`config.mk`:
```
export PLATFORM = sky130hd
export DESIGN_NAME = pipe_stage_chain
export DESIGN_NICKNAME = d
export VERILOG_FILES = /design/src/rtl/pipe_stage_chain.sv
export SDC_FILE = /design/constraint.sdc
export NUM_CORES = 1
export LEC_CHECK = 0
export CAP_MARGIN = 25
export CORE_ASPECT_RATIO = 0.6
export CORE_UTILIZATION = 45
export DETAILED_ROUTE_END_ITERATION = 12
export PLACE_DENSITY = 0.73
export SYNTH_ARGS = -nofsm -noshare
export SYNTH_HDL_FRONTEND = slang
export SYNTH_SLANG_ARGS = --single-unit
export TNS_END_PERCENT = 50
```
`constraint.sdc`:
```
create_clock -name clk -period 6 [get_ports clk]
set_input_delay 1.8 -clock clk [delete_from_list [all_inputs] [get_ports clk]]
set_output_delay 1.8 -clock clk [all_outputs]
set_load 0.02 [all_outputs]
```
`src/rtl/pipe_stage_chain.sv`:
```
// N-stage payload register chain with per-stage stall/flush, upstream stall
// propagation, downstream bubble insertion and saturating performance counters.
module pipe_stage_chain #(
    parameter int W      = 16,
    parameter int STAGES = 4,
    parameter int CNT_W  = 16
) (
    input  logic                  clk,
    input  logic                  rst,
    input  logic                  in_valid,
    input  logic [W-1:0]          in_data,
    output logic                  in_ready,
    input  logic [STAGES-1:0]     stall,
    input  logic [STAGES-1:0]     flush,
    input  logic                  clr_cnt,
    output logic [STAGES-1:0]     stage_valid,
    output logic [STAGES*W-1:0]   stage_data,
    output logic                  out_valid,
    output logic [W-1:0]          out_data,
    output logic [CNT_W-1:0]      stall_cnt,
    output logic [CNT_W-1:0]      flush_cnt,
    output logic [CNT_W-1:0]      retire_cnt
);

    localparam logic [CNT_W-1:0] CNT_MAX = '1;

    logic [STAGES-1:0]   valid_q;
    logic [STAGES*W-1:0] data_q;
    logic [STAGES-1:0]   hold;
    logic [STAGES-1:0]   adv_valid;
    logic [STAGES*W-1:0] adv_data;
    logic [STAGES-1:0]   load_valid;
    logic [STAGES*W-1:0] load_data;
    logic [STAGES-1:0]   next_valid;
    logic [STAGES*W-1:0] next_data;
    logic                any_stall;
    logic                kill_event;
    logic                retire_event;

    // A stall anywhere downstream freezes this stage as well.
    always_comb begin
        hold = '0;
        for (int i = 0; i < STAGES; i++) begin
            hold[i] = |(stall >> i);
        end
    end

    for (genvar g = 0; g < STAGES; g++) begin : g_stage
        if (g == 0) begin : g_head
            assign adv_valid[0]   = in_valid;
            assign adv_data[0 +: W] = in_valid ? in_data : '0;
        end else begin : g_body
            // A held predecessor hands over a bubble rather than a copy of itself.
            assign adv_valid[g]       = valid_q[g-1] & ~hold[g-1];
            assign adv_data[g*W +: W] = hold[g-1] ? '0 : data_q[(g-1)*W +: W];
        end

        assign load_valid[g]       = hold[g] ? valid_q[g] : adv_valid[g];
        assign load_data[g*W +: W] = hold[g] ? data_q[g*W +: W] : adv_data[g*W +: W];
        assign next_valid[g]       = load_valid[g] & ~flush[g];
        assign next_data[g*W +: W] = flush[g] ? '0 : load_data[g*W +: W];
    end

    assign any_stall    = |stall;
    assign kill_event   = |(flush & load_valid);
    assign retire_event = valid_q[STAGES-1] & ~stall[STAGES-1];

    always_ff @(posedge clk or posedge rst) begin
        if (rst) begin
            valid_q <= '0;
            data_q  <= '0;
        end else begin
            valid_q <= next_valid;
            data_q  <= next_data;
        end
    end

    // Counters stick at their maximum instead of wrapping; clearing wins over counting.
    always_ff @(posedge clk or posedge rst) begin
        if (rst) begin
            stall_cnt  <= '0;
            flush_cnt  <= '0;
            retire_cnt <= '0;
        end else if (clr_cnt) begin
            stall_cnt  <= '0;
            flush_cnt  <= '0;
            retire_cnt <= '0;
        end else begin
            if (any_stall && stall_cnt != CNT_MAX) begin
                stall_cnt <= stall_cnt + 1'b1;
            end
            if (kill_event && flush_cnt != CNT_MAX) begin
                flush_cnt <= flush_cnt + 1'b1;
            end
            if (retire_event && retire_cnt != CNT_MAX) begin
                retire_cnt <= retire_cnt + 1'b1;
            end
        end
    end

    assign in_ready    = ~hold[0];
    assign stage_valid = valid_q;
    assign stage_data  = data_q;
    assign out_valid   = valid_q[STAGES-1];
    assign out_data    = data_q[(STAGES-1)*W +: W];

endmodule

```
==> Word level (Yosys, flattened, before mapping) <==
Cells that the tools add are included.
{ "word_totals": {"output_inout_bits": 134, "wordCells": 67, "reg_bits": 116, "inputBits": 28} }
{ "classes": {"eq_ne": 7, "n_bitwise": 17, "add_sub_neg": 3, "reduce_logical": 10, "mux": 22} }
{ "op_table": {"columns": ["operator", "n"], "rows": [
  ["16-bit two-way mux", 18],
  ["16-bit by 1-bit adder with 16-bit output, second input constant", 3],
  ["16-bit != test, second input constant", 3],
  ["1-bit AND", 8],
  ["1-bit NOT", 8],
  ["4-bit OR reduction", 2],
  ["2-bit != test, second input constant", 3],
  ["2-bit nonzero test", 3],
  ["4-bit AND", 1],
  ["1-bit two-way mux", 4],
  ["1-bit logical AND", 3],
  ["3-bit OR reduction", 1],
  ["2-bit by 1-bit != test with 1-bit output, second input constant", 1],
  ["2-bit OR reduction", 1]
]} }

==> Longest topological paths before layout <==
Gate-level depths: netlist of the first run.
{ "logic_depth": {"ltp_word": 9, "mapped_depth": 10, "ltp_nobuf": 6} }

==> Worst setup path after synthesis of the first run <==
No wires, ideal clock.
{ "synth_timing": {"kind": "input-to-output", "startpoint": "in stall[3]", "endpoint": "out in_ready", "arrival_ps": 2599, "required_ps": 4200, "path_stages": 4, "slack_ps": 1601, "n_path_buf": 2, "cell_sequence": "buf_6 -> or4_4 -> buf_6 -> clkinv_4"} }
{ "synth_via": {"elab_chain_cells": 2} }
{ "synth_rtl": {"columns": ["element", "line_no", "text"], "rows": [
  ["start, declared", "13", "input logic [STAGES-1:0] stall,"],
  ["4-bit OR reduction", "44", "hold[i] = |(stall >> i);"],
  ["1-bit NOT", "101", "assign in_ready = ~hold[0];"],
  ["end, declared", "12", "output logic in_ready,"]
]} }
No other way between the ends.

==> Final worst setup path of the first run <==
{ "layout_timing": {"startpoint": "in stall[2]", "endpoint": "out in_ready"} }
The elaborated chain is that of the path after synthesis.

==> results.md, run 1 <==
Critical path:
- The number of buffers and inverters on the critical path is 3.
- The startpoint type of the worst setup path is an input pin.
- For the worst setup path, the data arrival time is roughly 3.7 ns.
- Counting buffers and inverters, the worst setup path is 4 cells deep.
- The worst setup path startpoint is stall[2].
- In this run the critical register-to-register path is launched from stage_valid[2]$_DFF_PP0_.
- The cell with the biggest individual delay on the critical path is clkdlybuf4s50_1.
- For flop-to-flop paths, the worst setup slack is about 3.7 ns.
- The cell that appears most often on the critical path is clkdlybuf4s50_1.
- The number of cells on the worst reg-to-reg path is 6.
- Among cell families on the critical path, the largest total delay comes from buffers and inverters.
- The highest net fanout along the worst path is 9.
- The class of the most critical setup path is input pin to output port.
- The worst setup path is captured at an output port.
- In this run the critical register-to-register path is captured at flush_cnt[8]$_DFFE_PP0P_.
- The end of the critical path is in_ready.
- On the worst path, the slowest cell contributes a delay of roughly 0.66 ns.
- The required arrival time at the worst endpoint is 4.20 ns.
- Walking the worst path, the cells encountered are clkdlybuf4s50_1 > or4_4 > clkinv_4 > clkdlybuf4s50_1.

STA:
- The worst hold margin is a little over 0.5 ns.
- At the pin with the least slew margin, the transition time is ~1.0 ns.
- The number of hold-slack violations in the final timing report is 0.
- For the final database, setup skew stands at 0.007039 ns.
- Dividing the final minimum period by the clock period gives 0.9229.
- Static timing analysis puts the maximum clock frequency at around 0.18 GHz.
- After routing, the total negative slack on setup checks comes to 0 ns.
- The max-slew headroom at the worst pin is 0.3258.
- Setup repair after global routing left no endpoint under its margin.
- The shortest clock period the worst path allows after layout is 5.537 ns.
- The final count of pins violating max slew is 0.
- The final setup violation count is 0.
- Setup slack closes at 0.4627 ns.

Die:
- Measured along the x axis, the die boundary spans about 140 microns.
- The core area is about 0.011 sq mm.
- Row generation in the floorplan step produced 30 rows.
- The number of primary I/O pins is between 150 and 200.
- The die covers about 0.012 sq mm.
- In this run the vertical extent of the chip is 85.82 microns.
- The initial cell density of the core is 0.4648.

GRT:
- For this run the aggregate overflow at the end of global routing stands at 0.
- The met1 usage in global routing is 0.3850.
- The maximum number of pins on one net before global-route repair is 53.
- The number of global-route vias before repair came to slightly above 4000.
- The total routing resource utilization after global routing is 0.2472.
- The most heavily used metal layer in global routing is met1.
- The met2 usage is 0.3395.
- The first global-routing pass estimated between 20000 and 25000 microns of wire.
- The number of antenna violations at the first check in global routing is 0.
- For this run, global-route usage on met3 was measured as 0.05695.

Synth:
- The total of warnings raised by yosys is 0.
- For this run, the register share of the synthesized area comes to 0.5509.
- Of the total synthesized cell area, the portion taken by full adders, half adders and majority gates is 0.007124.
- Of the total synthesized cell area, the portion taken by AND, OR, NAND and NOR gates is 0.1641.
- After synthesis, the largest family of logic cells by area is compound AO/OA/AOI/OAI gates.
- The count of cell types in the netlist is slightly above 50.
- The share of async-settable or async-resettable flops after synthesis is 1.000.
- Summed over all instances, the cell type with the most area after synthesis is dfrtp_1.
- The average cell area after synthesis is between 10 and 15 sq um.
- The netlist area before placement is between 0.005 and 0.006 sq mm.
- The fraction of the mapped netlist area in compound gates is 0.1715.
- The synthesized instance count is 472.
- In this run, synthesis produced a sequential element count of 116.
- After synthesis, the cell types taking the most area are dfrtp_1 55%, a22o_1 11%, nor2_1 3.1%.
- In this run, synthesis inferred 0 flip-flops with an integrated enable.
- The portion of netlist area occupied by mux cells is 0.02161.
- The post-synth net total is between 500 and 600.
- The main flop type after synthesis is dfrtp_1.
- The share of the synthesized netlist area taken by xor and xnor gates is 0.03325.
- The proportion of netlist area held by the largest area contributor is 0.5509.

Layout:
- The repair_antennas step left the layout with diodes totalling 0.
- The commonest non-fill, non-tap cell in the layout is clkdlybuf4s50_1.
- The synthesis-to-finish area growth is 43.43%.
- The library cells used most frequently in the layout, excluding fill and tap cells, are 161 x clkdlybuf4s50_1, 116 x dfrtp_1, 64 x a22o_1.
- For this run, the post-layout net count is approximately 660.
- The share of cells above drive strength 1 is 0.09890.

Pwr:
- The net switching power figure is 0.4185 mW.
- Of the total power, registers draw 0.411.
- The leakage power figure is around 3.2 nW.
- The switching part of the total is 0.2174.
- The share of total power dissipated in the clock network is 0.543.
- Power spread over the standard cell area amounts to about 250 mW/mm^2.
- Cell internal power was estimated by the tool at 1.507 mW.
- The combinational share of power is 0.045.
- The maximum ir drop on the vdd rail is ~0.23 mV.

Status:
- The flow ran to the end, and the final reports show no timing, DRC or antenna violations.

Clock network:
- No sink is reached through more buffers than the 2 on the longest clock path.
- The number of levels in the clock H-tree is 4.
- The number of buffers created by CTS is 17.
- Once the clock tree was built, the resizer swapped 0 gates to a different size.
- After clock tree synthesis, the setup repair step added 0 buffers.
- The clock net sink count is ~120.
- TritonCTS built the clock tree.
- After clock tree synthesis, the clock-pin slew on the worst setup and hold paths is around 0.050 ns.
- The insertion delay of the later-clocked pin in the worst-skew pair is 0.40 ns.
- The count of hold buffers inserted by post-cts repair is 0.
- The cell chosen for the clock root is clkbuf_16.

Route:
- The number of DRC markers after the initial detailed-route iteration is 250.
- Before antenna repair, the detailed router went through 4 iterations.
- The routed via count divided by cell count is around 5.6.
- After detailed routing, the average wire length per cell comes to 18.10 microns.
- Once detail routing completed, the nets flagged for antenna violations numbered 0.
- Summed over all layers, the routed wires come to 14430 microns.
- The number of vias after detailed routing is 4444.
- The DRC violation count after routing is 0.

Place:
- The pre-CTS setup slack is between 0.4 and 0.5 ns.
- The number of port buffers is 161.
- The routability congestion estimate is between 0.8 and 0.9.
- The sum of net half-perimeters after detailed placement is ~10000 microns.

Job:
- Max-cap violations in this run came to 0.

Hold path:
- The path class of the lowest-slack min-delay path is flop to flop.
[stage by stage]
| stage | power (mW) | utilization | cell area [sq um] | instances |
|---|---|---|---|---|
| 3_5_place_dp | 0.8919 | 0.6100 | 6915 | 762 |
| 5_1_grt | 1.987 | 0.6667 | 7557 | 797 |
| 4_1_cts | 1.939 | 0.6647 | 7535 | 794 |
| 2_1_floorplan | 0.8484 | - | 5269 | 472 |
| 6_report | 1.925 | 0.6667 | 7557 | 797 |
| 3_3_place_gp | 0.8896 | 0.6091 | 6904 | 761 |
[power by group through the flow]
stage	Clock, mW	Combinational [mW]	Sequential [mW]
floorplan	0	0.0399	0.808
global placement	0	0.0843	0.805
detailed placement	0	0.0866	0.805
CTS	1.06	0.0869	0.792
global route	1.10	0.0965	0.792
finish	1.05	0.0875	0.792
[state kept, by name, indices dropped and copies added, names as in the netlist]
name,count
stage_data,64
flush_cnt,16
retire_cnt,16
stall_cnt,16
stage_valid,4
[layout make-up]
class | count | area, sq um
well taps | 160 | 200.2
fillers | 882 | 3779
inverters | 6 | 30.03
multi-input cells | 310 | 2100
clock inverters | 12 | 152.6
repair buffers | 173 | 1705
flip-flops and latches | 116 | 2903
clock buffers | 20 | 466.7
[cell usage after synthesis, drive strengths merged, types with 5 or more instances]
cell type / n
a21oi: 15
mux2: 5
xor2: 6
or4: 5
nand2: 25
or2: 5
nor2b: 8
a22o: 64
nor3: 17
nor2: 44
buf: 21
nand3: 15
dfrtp: 116
mux2i: 5
and3: 6
nand4: 9
nor4: 7
o211ai: 5
clkbuf: 19
xnor2: 14
nor4b: 5
o21ai: 6
[cells by family (layout without fill, tap and decap cells)]
group                      Yosys count  after routing
adders and majority gates            3              3
AOI/OAI and AO/OA                  115            115
xor gates and xnor gates            20             20
buffers and inverters               46            211
DFF                                116            116
muxes                               10             10
and+or+nand+nor                    162            162
[worst min path at each step]
stage | from | endpoint | slack, ns | depth (start not counted)
floorplan | stall_cnt[14]$_DFFE_PP0P_ | stall_cnt[14]$_DFFE_PP0P_ | 0.61 | 1
global placement | stall_cnt[14]$_DFFE_PP0P_ | stall_cnt[14]$_DFFE_PP0P_ | 0.50 | 1
detailed placement | stage_data[30]$_DFFE_PP0P_ | stage_data[46]$_DFFE_PP0P_ | 0.51 | 1
CTS | stall_cnt[14]$_DFFE_PP0P_ | stall_cnt[14]$_DFFE_PP0P_ | 0.53 | 1
global route | stage_data[60]$_DFFE_PP0P_ | stage_data[60]$_DFFE_PP0P_ | 0.54 | 1
finish | stage_data[10]$_DFFE_PP0P_ | stage_data[26]$_DFFE_PP0P_ | 0.52 | 1
[per-layer routing]
layer | vias up | routed length, microns
met1 | 2247 | 7391
met5 | - | 0
li1 | 2060 | -
met2 | 133 | 6156
met4 | 0 | 54
met3 | 4 | 824
Note: power is estimated with default switching activity, not from simulation.
==> run 2: changes to the inputs <==
--- a/config.mk
+++ b/config.mk
@@ -9,6 +9,7 @@
 export CORE_ASPECT_RATIO = 0.6
 export CORE_UTILIZATION = 45
 export DETAILED_ROUTE_END_ITERATION = 12
+export GPL_TIMING_DRIVEN = 0
 export PLACE_DENSITY = 0.73
 export SYNTH_ARGS = -nofsm -noshare
 export SYNTH_HDL_FRONTEND = slang
==> constraint.sdc (replaced) <==
create_clock -name clk -period 5.2 [get_ports clk]
set_input_delay 1.04 -clock clk [delete_from_list [all_inputs] [get_ports clk]]
set_output_delay 1.04 -clock clk [all_outputs]
set_load 0.02 [all_outputs]
==> results.md, run 2 (synthesized netlist as in run 1, its figures left out) <==
Status:
- Outcome: finished clean (unchanged).

Route:
- The total wire length is 15100 microns (was 14430 microns).
- The DRC violation count after routing is 0 (unchanged).
- The number of DRC markers after the initial detailed-route iteration is 329 (was 250).
- The number of detailed-route iterations in the first pass is 5 (was 4).
- The post-route antenna net violation count is 0 (unchanged).
- The routed length per placed instance came to 18.29 microns (was 18.10 microns).
- The number of vias after detailed routing is 4622 (was 4444).
- The routed via count divided by cell count is 5.596 (was 5.576).

Clock network:
- The cell chosen for the clock root was clkbuf_16 (unchanged).
- The buffers inserted during post-CTS setup optimization came to 0 (unchanged).
- The clock slew at the register clock pins of the worst setup and hold paths is 0.06 ns (was 0.05 ns).
- The number of instances resized during post-cts repair is 0 (unchanged).
- The number of buffers created by CTS is 17 (unchanged).
- The clock net sink count is 116 (unchanged).
- The count of hold buffers inserted by post-cts repair came to 0 (unchanged).
- The insertion delay of the later-clocked pin in the worst-skew pair is 0.42 ns (was 0.40 ns).
- The maximum clock insertion buffer count was 2 (unchanged).
- The TritonCTS clock tree is yes (unchanged).
- The number of levels in the clock H-tree is 4 (unchanged).

STA:
- The number of hold-slack violations in the final timing report was 0 (unchanged).
- The worst hold margin is 0.5225 ns (was 0.5181 ns).
- Dividing the final minimum period by the clock period gives 0.7775.
- The post-route clock skew came to 0.01220 ns (was 0.007039 ns).
- The top achievable clock speed is 0.2473 GHz.
- The final count of pins violating max slew is 0 (unchanged).
- The shortest clock period the worst path allows after layout is slightly above 4 ns.
- The final setup violation count is 0 (unchanged).
- Setup repair after global routing missed its margin: false (unchanged).
- The max-slew headroom at the worst pin is 0.4124 (was 0.3258).
- The transition time at the pin with the least slew margin is 0.8795 ns (was 1.008 ns).

Layout:
- The area of the multi-input gates is 0.002095 sq mm (was 0.002100 sq mm).
- The sequential cell area is 0.002903 sq mm (unchanged).
- The flip-flop count of the largest register after layout was 64 (unchanged).
- The antenna diode instance count is 0 (unchanged).
- The number of filler instances in the final layout came to 858 (was 882).
- The share of cells above drive strength 1 is 0.1081 (was 0.09890).
- The non-filler instance count after layout is 826 (was 797).
- Most frequent cells in the layout: 161 x clkdlybuf4s50_1, 116 x dfrtp_1, 64 x a22o_1 (unchanged).
- The number of nets in the finished design is 684 (was 655).
- The commonest non-fill, non-tap cell in the layout is clkdlybuf4s50_1 (unchanged).
- The synthesis-to-finish area growth is 47.09% (was 43.43%).

Critical path:
- The highest net fanout along the worst path came to 9 (unchanged).
- The sort of element at the end of the critical path is an output port (unchanged).
- The required arrival time at the worst endpoint is 4.16 ns (was 4.20 ns).
- The startpoint type of the worst setup path is an input pin (unchanged).
- The class of the most critical setup path is input pin to output port (unchanged).
- The data arrival time of the critical path was 3.00 ns (was 3.74 ns).
- The worst-case register-to-register setup slack is 2.87 ns (was 3.71 ns).

Die:
- The initial cell density of the core was 0.4648 (unchanged).
- The area enclosed by the die boundary is 0.01216 sq mm (unchanged).
- The number of cell rows is 30 (unchanged).
- The die width came to 141.7 microns (unchanged).
- The chip height is 85.82 microns (unchanged).
- The number of primary I/O pins is 162 (unchanged).
- The core area came to 0.01134 sq mm (unchanged).

GRT:
- The number of antenna violations at the first check in global routing is 0 (unchanged).
- The number of global-route vias before repair is 4442 (was 4123).
- The global-route congestion overflow total came to 0 (unchanged).
- The first-pass GRT wire length was 24100 microns (was 22910 microns).
- The maximum number of pins on one net before global-route repair came to 74 (was 53).
- The total routing resource utilization after global routing is 0.2614 (was 0.2472).

Pwr:
- The maximum ir drop on the vdd rail was 0.2498 mV (was 0.2297 mV).
- The power per unit of standard cell area is 293.3 mW/mm^2 (was 254.8 mW/mm^2).
- The leakage power figure is 3.257 nW (was 3.157 nW).

Place:
- The number of instances in the placed design is 794 (was 762).
- The routability congestion estimate is 0.9146 (was 0.8896).
- The number of port buffers came to 161 (unchanged).
- The sum of net half-perimeters after detailed placement came to 10850 microns (was 10180 microns).

Hold path:
- The path class of the lowest-slack min-delay path is flop to flop (unchanged).

Job:
- The max-cap check violation count came to 0 (unchanged).
-- run 2: critical path, cell delays in order --
cell and delay (ns):
clkdlybuf4s50_1 0.56, or4_4 0.58, buf_6 0.16, clkinv_4 0.07, clkdlybuf4s50_1 0.60
-- run 2: where the power goes --
group | switching, mW | internal [mW]
combinational | 0.0622 | 0.0407
clock | 0.437 | 0.819
sequential | 0.00626 | 0.908
total | 0.506 | 1.77
-- run 2: layer usage --
metal / vias up / track usage / wire length [microns]
met5: - / 0 / 0
met4: 0 / 0.08895 / 252
met3: 19 / 0.06644 / 1078
met2: 215 / 0.3699 / 6529
met1: 2268 / 0.3891 / 7244
li1: 2120 / - / -
-- run 2: final cells by class --
cell class / instances / area share
plain buffers: 40 / 0.03148
multi-input cells: 310 / 0.2703
inverters: 6 / 0.003875
well taps: 160 / 0.02583
repair buffers: 162 / 0.2115
clock inverters: 14 / 0.02583
clock buffers: 18 / 0.05667
flip-flops and latches: 116 / 0.3746
-- run 2: path summary, 6_finish.rpt --
| check | cells past startpoint | endpoint | start |
|---|---|---|---|
| min in group asynchronous | 2 | flush_cnt[15]$_DFFE_PP0P_ | rst |
| worst min register to register | 1 | stage_data[63]$_DFFE_PP0P_ | stage_data[47]$_DFFE_PP0P_ |
| max in group asynchronous | 3 | stall_cnt[12]$_DFFE_PP0P_ | rst |
| worst max-delay path | 5 | in_ready | stall[2] |
| worst max register to register | 6 | flush_cnt[5]$_DFFE_PP0P_ | flush_cnt[0]$_DFFE_PP0P_ |
| worst min-delay path | 1 | stage_data[63]$_DFFE_PP0P_ | stage_data[47]$_DFFE_PP0P_ |
-- run 2: stage by stage --
stage	total power [mW]	utilization	setup WS, ns	instance area, sq um	setup TNS, ns
final	2.273	0.6837	1.157	7750	0
after global routing	2.341	0.6837	1.118	7750	0
after CTS	2.288	0.6837	1.166	7750	0
after detailed placement	1.033	0.6273	1.175	7111	0
after global placement	1.028	0.6246	-0.5089	7081	-58.26
after floorplan	0.9789	-	1.088	5269	0
==> run 3: changes to the inputs <==
--- a/config.mk
+++ b/config.mk
@@ -7,10 +7,10 @@
 export LEC_CHECK = 0
 export CAP_MARGIN = 25
 export CORE_ASPECT_RATIO = 0.6
-export CORE_UTILIZATION = 45
+export CORE_UTILIZATION = 42
 export DETAILED_ROUTE_END_ITERATION = 12
 export GPL_TIMING_DRIVEN = 0
-export PLACE_DENSITY = 0.73
+export PLACE_DENSITY = 0.72
 export SYNTH_ARGS = -nofsm -noshare
 export SYNTH_HDL_FRONTEND = slang
 export SYNTH_SLANG_ARGS = --single-unit
==> constraint.sdc (replaced) <==
create_clock -name clk -period 3.57 [get_ports clk]
set_input_delay 0.714 -clock clk [delete_from_list [all_inputs] [get_ports clk]]
set_output_delay 0.714 -clock clk [all_outputs]
set_load 0.02 [all_outputs]
==> results.md, run 3 (synthesized netlist as in run 1, its figures left out) <==
Status:
- Outcome: finished clean (unchanged).

STA:
- The final-layout setup total negative slack was 0 ns (unchanged).
- The max-slew headroom at the worst pin is 0.4294 (was 0.4124).
- The final count of pins violating max slew came to 0 (unchanged).
- The share of the clock period used by the worst path is 0.9402.
- The top achievable clock speed is about 0.3 GHz.
- The minimum setup slack in the final design is 0.2134 ns (was 1.157 ns).
- Setup repair after global routing missed its margin: false (unchanged).
- The final setup violation count is 0 (unchanged).
- The post-route clock skew was 0.007179 ns (was 0.01220 ns).
- The number of hold-slack violations in the final timing report is 0 (unchanged).
- Subtracting the final worst setup slack from the clock period gives around 3.4 ns.
- The transition time at the pin with the least slew margin is 0.8540 ns (was 0.8795 ns).

Die:
- The number of cell rows is 31 (was 30).
- The area enclosed by the die boundary is 0.01301 sq mm (was 0.01216 sq mm).
- The die width is 146.6 microns (was 141.7 microns).
- The core area is 0.01214 sq mm (was 0.01134 sq mm).
- The number of primary I/O pins was 162 (unchanged).
- The initial cell density of the core was 0.4340 (was 0.4648).
- The chip height is 88.76 microns (was 85.82 microns).

Pwr:
- The switching part of the total came to 0.2269 (was 0.2224).
- The clock network power share is 0.539 (was 0.553).
- The power per unit of standard cell area came to 415.4 mW/mm^2 (was 293.3 mW/mm^2).
- The leakage power figure was 3.238 nW (was 3.257 nW).
- The total power is 3.214 mW (was 2.273 mW).
- The combinational share of power is 0.047 (was 0.045).
- The maximum ir drop on the vdd rail is 0.3340 mV (was 0.2498 mV).
- The fraction of power consumed by sequential logic was 0.414 (was 0.402).
- The net switching power figure was 0.7294 mW (was 0.5056 mW).
- The internal power of the cells is 2.485 mW (was 1.767 mW).

Layout:
- The number of nets in the finished design is 685 (was 684).
- The flip-flop count of the largest register after layout is 64 (unchanged).
- The commonest non-fill, non-tap cell in the layout is clkdlybuf4s50_1 (unchanged).
- The synthesis-to-finish area growth is 46.85% (was 47.09%).
- The sequential cell area is 0.002903 sq mm (unchanged).
- The non-filler instance count after layout is 832 (was 826).
- The area of the multi-input gates came to 0.002095 sq mm (unchanged).
- Most frequent cells in the layout: 161 x clkdlybuf4s50_1, 116 x dfrtp_1, 64 x a22o_1 (unchanged).
- The antenna diode instance count is 0 (unchanged).
- The number of filler instances in the final layout was 936 (was 858).
- The share of cells above drive strength 1 came to 0.1094 (was 0.1081).

Critical path:
- The most prevalent standard cell on the critical path is clkdlybuf4s50_1 (unchanged).
- The highest net fanout along the worst path is 9 (unchanged).
- The worst-case register-to-register setup slack is 1.34 ns (was 2.87 ns).
- The worst setup path startpoint is stall[2] (unchanged).
- The required arrival time at the worst endpoint is 2.86 ns (was 4.16 ns).
- The data arrival time of the critical path is 2.64 ns (was 3.00 ns).
- The family of cells with the greatest summed delay on the critical path was buffers and inverters (unchanged).
- The end of the critical path is in_ready (unchanged).
- The sort of element at the end of the critical path is an output port (unchanged).
- The number of cells on the worst reg-to-reg path is 6 (unchanged).
- The cell with the biggest individual delay on the critical path is clkdlybuf4s50_1 (unchanged).
- The worst reg2reg path endpoint is flush_cnt[7]$_DFFE_PP0P_ (was flush_cnt[5]$_DFFE_PP0P_).
- The class of the most critical setup path is input pin to output port (unchanged).
- Chain of cells forming the critical path: clkdlybuf4s50_1 > or4_4 > buf_6 > clkinv_4 > clkdlybuf4s50_1 (unchanged).
- The number of buffers and inverters on the critical path is 4 (unchanged).
- The reg-to-reg critical path startpoint is flush_cnt[0]$_DFFE_PP0P_ (unchanged).
- The largest stage delay on the critical path is 0.60 ns (about the same).
- The path length in cells of the critical path was 5 (unchanged).
- The startpoint type of the worst setup path is an input pin (unchanged).

Place:
- The sum of net half-perimeters after detailed placement is 10950 microns (was 10850 microns).
- The pre-CTS setup slack is 0.1052 ns (was 1.175 ns).
- The number of port buffers was 161 (unchanged).
- The number of instances in the placed design is 800 (was 794).
- The routability congestion estimate was 0.8532 (was 0.9146).

Route:
- The number of detailed-route iterations in the first pass is 5 (unchanged).
- The routed length per placed instance was 17.83 microns (was 18.29 microns).
- The total wire length came to 14830 microns (was 15100 microns).
- The number of DRC markers after the initial detailed-route iteration is 252 (was 329).
- The DRC violation count after routing is 0 (unchanged).
- The post-route antenna net violation count was 0 (unchanged).
- The routed via count divided by cell count is 5.453 (was 5.596).
- The number of vias after detailed routing is 4537 (was 4622).

GRT:
- The maximum number of pins on one net before global-route repair was 44 (was 74).
- The global-route congestion overflow total came to 0 (unchanged).
- The number of antenna violations at the first check in global routing was 0 (unchanged).
- The number of global-route vias before repair came to 4262 (was 4442).
- The first-pass GRT wire length is 23250 microns (was 24100 microns).
- The total routing resource utilization after global routing is 0.2338 (was 0.2614).

Clock network:
- The insertion delay of the later-clocked pin in the worst-skew pair came to 0.40 ns (was 0.42 ns).
- The number of buffers created by CTS is 17 (unchanged).
- The clock slew at the register clock pins of the worst setup and hold paths is 0.05 ns (was 0.06 ns).
- The number of instances resized during post-cts repair came to 0 (unchanged).
- The buffers inserted during post-CTS setup optimization is 0 (unchanged).
- The cell chosen for the clock root is clkbuf_16 (unchanged).
- The clock net sink count came to 116 (unchanged).
- The number of levels in the clock H-tree is 4 (unchanged).
- The maximum clock insertion buffer count is 2 (unchanged).
- The TritonCTS clock tree is yes (unchanged).
- The count of hold buffers inserted by post-cts repair is 0 (unchanged).

Job:
- The max-cap check violation count came to 0 (unchanged).

Hold path:
- The path class of the lowest-slack min-delay path was flop to flop (unchanged).
==> run 3: through the flow <==
step           utilization  hold slack (ns)  cell area [sq um]
2_1_floorplan            -           0.6075               5273
3_3_place_gp        0.5840           0.5128               7091
3_5_place_dp        0.5873           0.5157               7131
4_1_cts             0.6373           0.5239               7737
5_1_grt             0.6373           0.5478               7737
6_report            0.6373           0.5242               7737
==> run 3: worst min path at each step <==
stage	endpoint	slack (ns)	depth (start not counted)	start
6_report	stage_data[29]$_DFFE_PP0P_	0.52	1	stage_data[13]$_DFFE_PP0P_
4_1_cts	stage_data[25]$_DFFE_PP0P_	0.52	1	stage_data[9]$_DFFE_PP0P_
3_3_place_gp	stage_data[63]$_DFFE_PP0P_	0.51	1	stage_data[47]$_DFFE_PP0P_
3_5_place_dp	stage_data[25]$_DFFE_PP0P_	0.52	1	stage_data[9]$_DFFE_PP0P_
5_1_grt	stage_data[57]$_DFFE_PP0P_	0.55	1	stage_data[57]$_DFFE_PP0P_
2_1_floorplan	stall_cnt[14]$_DFFE_PP0P_	0.61	1	stall_cnt[14]$_DFFE_PP0P_
==> run 3: worst register-to-register path, stage by stage (launching register included) <==
cell and delay [ns]:
dfrtp_1 0.44, ha_1 0.20, and3_1 0.24, nand3_1 0.21, nor2_1 0.57, nor4_1 0.15
mux2_2 0.31
==> run 3: area by class of cell <==
| type | count | area share |
|---|---|---|
| flip-flops and latches | 116 | 0.3752 |
| multi-input cells | 310 | 0.2707 |
| repair buffers | 163 | 0.2135 |
| clock buffers | 17 | 0.05498 |
| plain buffers | 40 | 0.03153 |
| well taps | 165 | 0.02668 |
| clock inverters | 15 | 0.02345 |
| inverters | 6 | 0.004043 |
==> run 3: per-layer routing <==
metal / part of all wire / GRT usage / vias to the layer above
met4: 0.0097 / 0.07386 / 0
met1: 0.51 / 0.3528 / 2246
met3: 0.057 / 0.05155 / 11
met2: 0.43 / 0.3318 / 163
li1: - / - / 2117
met5: 0 / 0 / -
==> run 3: power groups by stage <==
stage | Combinational, mW | Clock [mW] | Sequential (mW)
2_1_floorplan | 0.0673 | 0 | 1.36
3_3_place_gp | 0.145 | 0 | 1.35
3_5_place_dp | 0.154 | 0 | 1.35
4_1_cts | 0.154 | 1.76 | 1.33
5_1_grt | 0.167 | 1.82 | 1.33
6_report | 0.152 | 1.73 | 1.33
